## src/rtl/serial_adder_pkg.sv

```systemverilog
// Shared definitions for the bit-serial adder: FSM state encoding and WIDTH bounds.
package serial_adder_pkg;

  localparam logic [1:0] IDLE = 2'd0;
  localparam logic [1:0] RUN  = 2'd1;
  localparam logic [1:0] DONE = 2'd2;

  typedef enum logic [1:0] {
    S_IDLE = IDLE,
    S_RUN  = RUN,
    S_DONE = DONE
  } state_e;

  localparam int WIDTH_MIN = 2;
  localparam int WIDTH_MAX = 32;

endpackage

```

## src/rtl/serial_adder_full_adder.sv

```systemverilog
// Full-adder bit cell built from two half-adder stages and an OR for the carry.
module full_adder (
  input  logic a,
  input  logic b,
  input  logic ci,
  output logic s,
  output logic co
);

  logic ha0_s;
  logic ha0_c;
  logic ha1_c;

  assign ha0_s = a ^ b;
  assign ha0_c = a & b;
  assign s     = ha0_s ^ ci;
  assign ha1_c = ha0_s & ci;
  assign co    = ha0_c | ha1_c;

endmodule

```

## src/rtl/serial_adder.sv

```systemverilog
// Bit-serial adder: one full-adder cell, LSB first, WIDTH cycles per add, one-cycle done pulse.
// Optional feature macro: SERIAL_ADDER_OVF_EN enables the registered two's-complement overflow flag.
module serial_adder
  import serial_adder_pkg::*;
#(
  parameter int WIDTH = 8
) (
  input  logic             clk,
  input  logic             rst_n,
  input  logic             start,
  input  logic [WIDTH-1:0] a,
  input  logic [WIDTH-1:0] b,
  input  logic             cin,
  output logic             busy,
  output logic             done,
  output logic [WIDTH-1:0] sum,
  output logic             cout,
  output logic             overflow
);

  localparam int              CW   = $clog2(WIDTH + 1);
  localparam logic [CW-1:0]   LAST = CW'(WIDTH - 1);

  state_e             state_q;
  logic [WIDTH-1:0]   a_sh_q;
  logic [WIDTH-1:0]   b_sh_q;
  logic [WIDTH-2:0]   sum_sh_q;
  logic [CW-1:0]      cnt_q;
  logic               carry_q;
  logic               busy_q;
  logic               done_q;
  logic [WIDTH-1:0]   sum_q;
  logic               cout_q;

  logic               fa_s;
  logic               fa_co;
  logic [WIDTH-1:0]   sum_cat;

  full_adder u_fa (
    .a  (a_sh_q[0]),
    .b  (b_sh_q[0]),
    .ci (carry_q),
    .s  (fa_s),
    .co (fa_co)
  );

  // New bit enters at the MSB; on the last step this is the complete result.
  assign sum_cat = {fa_s, sum_sh_q};

`ifdef SERIAL_ADDER_OVF_EN
  logic ovf_q;
`endif

  always_ff @(posedge clk or negedge rst_n) begin
    if (!rst_n) begin
      state_q  <= S_IDLE;
      a_sh_q   <= '0;
      b_sh_q   <= '0;
      sum_sh_q <= '0;
      cnt_q    <= '0;
      carry_q  <= 1'b0;
      busy_q   <= 1'b0;
      done_q   <= 1'b0;
      sum_q    <= '0;
      cout_q   <= 1'b0;
`ifdef SERIAL_ADDER_OVF_EN
      ovf_q    <= 1'b0;
`endif
    end else begin
      case (state_q)
        S_IDLE, S_DONE: begin
          // DONE lasts one cycle but accepts a new start just like IDLE.
          state_q <= S_IDLE;
          busy_q  <= 1'b0;
          done_q  <= 1'b0;
          if (start) begin
            state_q  <= S_RUN;
            busy_q   <= 1'b1;
            a_sh_q   <= a;
            b_sh_q   <= b;
            carry_q  <= cin;
            cnt_q    <= '0;
            sum_sh_q <= '0;
            sum_q    <= '0;
            cout_q   <= 1'b0;
`ifdef SERIAL_ADDER_OVF_EN
            ovf_q    <= 1'b0;
`endif
          end
        end
        S_RUN: begin
          a_sh_q   <= a_sh_q >> 1;
          b_sh_q   <= b_sh_q >> 1;
          sum_sh_q <= sum_cat[WIDTH-1:1];
          carry_q  <= fa_co;
          cnt_q    <= cnt_q + CW'(1);
          if (cnt_q == LAST) begin
            state_q <= S_DONE;
            busy_q  <= 1'b0;
            done_q  <= 1'b1;
            sum_q   <= sum_cat;
            cout_q  <= fa_co;
`ifdef SERIAL_ADDER_OVF_EN
            // carry_q here is the carry into the MSB.
            ovf_q   <= carry_q ^ fa_co;
`endif
          end
        end
        default: begin
          state_q <= S_IDLE;
          busy_q  <= 1'b0;
          done_q  <= 1'b0;
        end
      endcase
    end
  end

  assign busy = busy_q;
  assign done = done_q;
  assign sum  = sum_q;
  assign cout = cout_q;
`ifdef SERIAL_ADDER_OVF_EN
  assign overflow = ovf_q;
`else
  assign overflow = 1'b0;
`endif

endmodule

```

## config.mk

```make
export PLATFORM = sky130hd
export DESIGN_NAME = serial_adder
export DESIGN_NICKNAME = d
export VERILOG_FILES = /design/src/rtl/serial_adder_pkg.sv /design/src/rtl/serial_adder_full_adder.sv /design/src/rtl/serial_adder.sv
export SDC_FILE = /design/constraint.sdc
export NUM_CORES = 1
export LEC_CHECK = 0
export CELL_PAD_IN_SITES_DETAIL_PLACEMENT = 1
export CELL_PAD_IN_SITES_GLOBAL_PLACEMENT = 1
export CORE_MARGIN = 10
export CORE_UTILIZATION = 36
export CTS_CLUSTER_DIAMETER = 100
export CTS_CLUSTER_SIZE = 10
export DETAILED_ROUTE_END_ITERATION = 16
export MAX_ROUTING_LAYER = met4
export PLACE_DENSITY_LB_ADDON = 0.1
export REMOVE_ABC_BUFFERS = 1
export SLEW_MARGIN = 20
export SYNTH_ARGS = -nofsm -noshare
export SYNTH_HDL_FRONTEND = slang
export SYNTH_SLANG_ARGS = --single-unit
```

## constraint.sdc

```tcl
create_clock -name clk -period 1.38 [get_ports clk]
set_input_delay 0.276 -clock clk [delete_from_list [all_inputs] [get_ports clk]]
set_output_delay 0.276 -clock clk [all_outputs]
set_load 0.03 [all_outputs]
```

==> metrics.md, run 1 <==
| Metric | Value |
|---|---|
| Unique cell type count in the Yosys netlist | `30` |
| Routed Antenna Nets | `0` |
| Syn Area/Cell | `between 10 and 15 sq um` |
| Final core occ | `between 50% and 60%` |
| Max clock buf depth | `2` |
| Final Power | `5.421 mW` |
| Initial antenna violation count | `0` |
| Total GRT Usage | `11.53%` |
| Post-Syn Area | `around 1800 sq um` |
| Final Skew | `approximately 9.3 ps` |
| Req. time, crit path | `1560 ps` |
| Share of cells above drive strength 1 | `19.61%` |
| CTS tree | `done` |
| Clk Latency, worst-skew pair | `about 290 ps` |
| Die area | `between 8000 and 9000 sq um` |
| Setup_tns | `0 ps` |
| Vias per inst | `around 5` |
| FF-to-FF End | `sum_sh_q[6]` |
| Final hold vios | `0` |
| Number of synthesized register bits | `40` |
| Gpl congestion | `between 0.7 and 0.8` |
| Drc violations | `0` |
| Largest net degree at the start of global routing | `41` |
| Final Max Tran Viols | `0` |
| Initial Utilization | `between 30% and 40%` |
| Placed Cells incl. Taps | `roughly 260` |
| Final setup fails | `0` |
| Dpl cell area | `2191 sq um` |
| Synth Area in Simple Gates | `18.94%` |
| R2R depth | `5` |
| Fin crit share | `between 90% and 100%` |
| Starting DRT DRC Count | `between 70 and 80` |
| Detailed Route WL | `about 4.6 mm` |
| Grt ovf | `0` |
| Vias | `approximately 1400` |
| CTS Buf Count | `5` |
| Max-cap violations | `0` |
| Fmax | `between 0.7 and 0.8 GHz` |
| Cell count after synthesis | `161` |
| Area grow syn2layout | `34.61%` |
| Clock transition at path regs | `approximately 80 ps` |
| Final Net Count | `around 230` |
| CP Launch Type | `register` |
| Largest family of logic cells by synthesized area | `simple AND/OR/NAND/NOR gates` |
| Post-synthesis mux area share | `about 6.2%` |
| Hold Path Class | `input pin to async pin` |
| I/O Pins | `32` |
| R2r setup slk | `around 0.30 ps` |
| Final worst hold slack | `483.7 ps` |
| Adder-cell share of the synthesized area | `1.844%` |
| Sink Count | `40` |
| R2r startpoint | `carry_q` |
| Yosys Warn Count | `0` |
| RSZ-0062 raised after global routing | `true` |
| Vias in the first global route | `roughly 1500` |
| Worst Slack Setup Final | `around 0.3 ps` |
| Seq/Total Area, Yosys | `56.74%` |
| Root buf cell | `clkbuf_8` |
| Finished Cell Area | `between 2000 and 2500 sq um` |
| Status | `complete, no violations` |
| # port buffers | `30` |
| Die height | `~90 um` |
| Maximum VDD drop | `893.4 uV` |
| Final cell count without fillers | `around 270` |
| Crit. Startpoint | `carry_q` |
| Pwr/cell area | `~2300 nW/um^2` |
| FP Rows | `25` |
| Post-Synth XOR/XNOR Area | `0%` |
| Worst setup EP type | `register` |
| Core footprint | `between 4000 and 5000 sq um` |
| Htree depth | `2` |
| Minimum clock period | `1380 ps` |
| Setup WS pre-CTS | `-110.7 ps` |
| Synth Area in Compound Gates | `around a tenth` |
| Antenna diodes | `0` |
| WL per Instance | `17.13 um` |
| Worst-path fanout max | `2` |
| Drt pass-1 iters | `4` |
| First-pass GRT wire length | `7.541 mm` |
| WS Path Type | `register to register` |
| Leak | `roughly 1.1 nW` |
| DP HPWL | `~3 mm` |
| Die X | `roughly 90 um` |
| Critical path data arrival time | `about 1600 ps` |
[critical path, stage by stage (launching register included)]
cell and delay, ps:
dfrtp_1 380, inv_2 50, fa_2 570, buf_4 110
buf_4 110, o2bb2ai_2 50
[kinds of logic (layout without fill, tap and decap cells)]
kind of cell,after synthesis,after routing
adders and majority gates,2,2
other,1,1
buffers and inverters,16,58
AOI/OAI and AO/OA,23,23
muxes,11,11
DFF,40,40
and+or+nand+nor,68,69
[sequential cells by signal (all words and copies together), names as in the netlist]
signal and flops:
sum 8, sum_sh_q 7, b_sh_q 8, cout 1
busy 1, carry_q 1, cnt_q 4, state_q 2
a_sh_q 8
[layout by cell type (no fill, tap or decap), types with 2 or more instances in the layout]
cell type and count:
buf_4 14, inv_2 3, clkdlybuf4s50_1 18, dlygate4sd2_1 6, a22o_1 3, dfrtp_1 40, nand2_1 36, nor3_1 2
buf_12 5, or3_1 2, o21ai_1 2, a22oi_1 12, clkbuf_8 5, nand3_1 19, a221o_1 2, mux2i_1 11
[per-layer routing]
layer | global-route usage [%] | wire length, um | up-vias
met3 | 3.491 | 184 | 2
met5 | - | 0 | -
met2 | 17.07 | 2265 | 28
li1 | - | - | 640
met4 | 3.183 | 24 | 0
met1 | 14.92 | 2169 | 686
[cell usage after synthesis]
cell type	number	area share, %
nor2_8	1	1.1
buf_4	2	0.85
o2bb2ai_1	1	0.50
nand3b_2	1	0.64
nand4_1	1	0.35
dfrtp_1	40	57
nor2_2	1	0.35
a22oi_1	12	5.1
o21ai_0	2	0.57
o31ai_2	1	0.71
mux2i_1	11	6.2
nand2_1	36	7.7
nand2b_1	2	0.71
a21o_1	1	0.43
fa_1	1	1.1
a22o_1	3	1.5
nor3_1	2	0.57
buf_6	4	2.6
a221o_1	2	1.1
and2b_1	1	0.43
and2b_4	1	0.57
or3_1	2	0.71
o21ai_1	1	0.28
inv_1	4	0.85
buf_2	4	1.1
nand3_1	19	5.4
ha_1	1	0.71
clkbuf_1	2	0.43
conb_1	1	0.21
nor3b_1	1	0.43
[where the power goes]
part           switching (mW)  internal [mW]
combinational            1.36           1.14
sequential              0.317           1.65
clock                   0.418          0.537
total                    2.10           3.33
[timing repair]
item	in CTS	in global routing
hold buffers	1	0
pin swaps	2	3
gates cloned	0	1
endpoints found under the setup margin	13	10
buffers inserted	1	3
hold endpoints to repair	40	0
gates resized for setup	11	7
[worst max path at each step]
stage	endpoint	slack, ps	depth (start not counted)
floorplan	cout	-310	3
global placement	b_sh_q[0]	-70	4
detailed placement	carry_q	-110	4
CTS	cout	3	4
global route	sum[7]	-50	4
finish	sum_sh_q[6]	0.3	5
[final cells by class]
cell class,count,area [sq um]
sequential,40,1001
tap,67,83.83
clock buffer,6,72.57
multi-input combinational,106,704.4
fill,520,2349
timing repair buffer,46,462.9
clock inverter,2,35.03
inverter,4,15.01
No activity file was read; power rests on OpenSTA's default activity.
==> inputs of run 2 (changes only) <==
--- a/config.mk
+++ b/config.mk
@@ -12,7 +12,6 @@
 export CTS_CLUSTER_DIAMETER = 100
 export CTS_CLUSTER_SIZE = 10
 export DETAILED_ROUTE_END_ITERATION = 16
-export MAX_ROUTING_LAYER = met4
 export PLACE_DENSITY_LB_ADDON = 0.1
 export REMOVE_ABC_BUFFERS = 1
 export SLEW_MARGIN = 20
==> metrics.md, run 2 (synthesis results as in run 1) <==
| Metric | Value |
|---|---|
| Grt ovf | `0 (unchanged)` |
| Critical path data arrival time | `1560 ps (about the same)` |
| Register area | `1001 sq um (unchanged)` |
| Max-cap violations | `0 (unchanged)` |
| Final Max Tran Viols | `0 (unchanged)` |
| Antenna diodes | `0 (unchanged)` |
| Root buf cell | `clkbuf_8 (unchanged)` |
| CP Launch Type | `register (unchanged)` |
| Commonest non-fill, non-tap cell in the layout | `dfrtp_1 (unchanged)` |
| RSZ-0062 raised after global routing | `true (unchanged)` |
| Core footprint | `4723 sq um (unchanged)` |
| Max clock buf depth | `2 (unchanged)` |
| Die X | `90.01 um (unchanged)` |
| Final Net Count | `225 (unchanged)` |
| Worst setup EP type | `register (unchanged)` |
| Htree depth | `2 (unchanged)` |
| Fin crit share | `99.94% (was 99.98%)` |
| CTS tree | `done (unchanged)` |
| R2r startpoint | `carry_q (unchanged)` |
| Drc violations | `0 (unchanged)` |
| Placed Cells incl. Taps | `257 (unchanged)` |
| FP Rows | `25 (unchanged)` |
| Sink Count | `40 (unchanged)` |
| WL per Instance | `17.13 um (about the same)` |
| Most frequent cells in the layout | `dfrtp_1 (40), nand2_1 (36), nand3_1 (19) (unchanged)` |
| Vias | `1355 (was 1356)` |
| WS Path Type | `register to register (unchanged)` |
| Worst-path fanout max | `2 (unchanged)` |
| Req. time, crit path | `1560 ps (about the same)` |
| Clk Latency, worst-skew pair | `290 ps (about the same)` |
| Area grow syn2layout | `34.61% (unchanged)` |
| Dpl cell area | `2191 sq um (unchanged)` |
| Gpl congestion | `0.7338 (was 0.7427)` |
| First-pass GRT wire length | `7.541 mm (unchanged)` |
| Final Skew | `8.489 ps (was 9.331 ps)` |
| Routed Antenna Nets | `0 (unchanged)` |
| Vias per inst | `5.000 (was 5.004)` |
| Clock transition at path regs | `80 ps (about the same)` |
| I/O Pins | `32 (unchanged)` |
| Vias in the first global route | `1471 (unchanged)` |
| Total GRT Usage | `11.22% (was 11.53%)` |
| Maximum VDD drop | `893.4 uV (about the same)` |
| Share of cells above drive strength 1 | `19.61% (unchanged)` |
| DP HPWL | `3.014 mm (unchanged)` |
| Final setup fails | `0 (unchanged)` |
| # port buffers | `30 (unchanged)` |
| Largest net degree at the start of global routing | `41 (unchanged)` |
| Final hold vios | `0 (unchanged)` |
| Area occupied by multi-input gates | `704.4 sq um (unchanged)` |
| Fmax | `0.7251 GHz (was 0.7248 GHz)` |
| R2R depth | `5 (unchanged)` |
| Finished Cell Area | `2375 sq um (unchanged)` |
| Starting DRT DRC Count | `71 (was 73)` |
| Final Power | `5.414 mW (was 5.421 mW)` |
| Minimum clock period | `1379 ps (was 1380 ps)` |
| Initial Utilization | `37.35% (unchanged)` |
| Die height | `90.01 um (unchanged)` |
| Leak | `1.142 nW (was 1.143 nW)` |
| Final cell count without fillers | `271 (unchanged)` |
| Drt pass-1 iters | `4 (unchanged)` |
| Die area | `8101 sq um (unchanged)` |
| Initial antenna violation count | `0 (unchanged)` |
| Hold Path Class | `input pin to async pin (unchanged)` |
| Status | `complete, no violations (unchanged)` |
| CTS Buf Count | `5 (unchanged)` |
| Detailed Route WL | `4.641 mm (was 4.643 mm)` |
| Crit. Startpoint | `carry_q (unchanged)` |
| Pwr/cell area | `2280 nW/um^2 (was 2283 nW/um^2)` |
| Final core occ | `50.28% (unchanged)` |
| Setup_tns | `0 ps (unchanged)` |
| Filler cell count | `520 (unchanged)` |
-- run 2: cell counts in the layout (fill, tap and decap cells not counted) --
Identical to the previous run, type by type.
-- run 2: power breakdown --
group	total, mW	internal (mW)	switching (mW)	leakage (nW)
Combinational	2.49	1.13	1.36	0.571
Clock	0.954	0.537	0.417	0.0552
Sequential	1.97	1.65	0.318	0.517
Total	5.41	3.32	2.09	1.14
-- run 2: final cells by class --
cell class / instances / area share (%)
timing repair buffer: 46 / 19.49
multi-input combinational: 106 / 29.66
tap: 67 / 3.530
sequential: 40 / 42.15
clock buffer: 6 / 3.056
clock inverter: 2 / 1.475
inverter: 4 / 0.6322
-- run 2: timing repair --
| action | 4_1_cts | 5_1_grt |
|---|---|---|
| pin swaps | 2 | 2 |
| hold endpoints to repair | 40 | 0 |
| gates resized for setup | 11 | 6 |
| hold buffers | 1 | 0 |
| setup buffers | 1 | 3 |
| setup endpoints to repair | 13 | 10 |
| cloned | 0 | 1 |
-- run 2: through the flow --
step,hold WS (ps),setup slack [ps]
2_1_floorplan,-19.59,-305.1
3_3_place_gp,262.7,-73.80
3_5_place_dp,267.3,-110.7
4_1_cts,493.9,3.199
5_1_grt,506.1,-49.99
6_report,484.1,0.8595
-- run 2: metal layers --
metal  up-vias  GRT usage [%]  wire [um]
li1        640              -          -
met1       687          14.67       2142
met2        26          17.07       2259
met3         2          3.907        213
met4         0          3.183         25
met5         -              0          0
-- run 2: worst paths after layout --
| check | endpoint | slack (ps) |
|---|---|---|
| min in group clk | sum_sh_q[3] | 500 |
| min | sum[2] | 480 |
| max reg2reg | sum_sh_q[6] | 0.9 |
| max in group asynchronous | a_sh_q[2] | 700 |
| max | sum_sh_q[6] | 0.9 |
| min reg2reg | sum_sh_q[3] | 500 |
-- run 2: worst max-delay path, stage by stage (launching register included) --
cell and delay (ps):
dfrtp_1 380, inv_2 50, fa_2 570, buf_4 110
buf_4 100, o2bb2ai_2 50
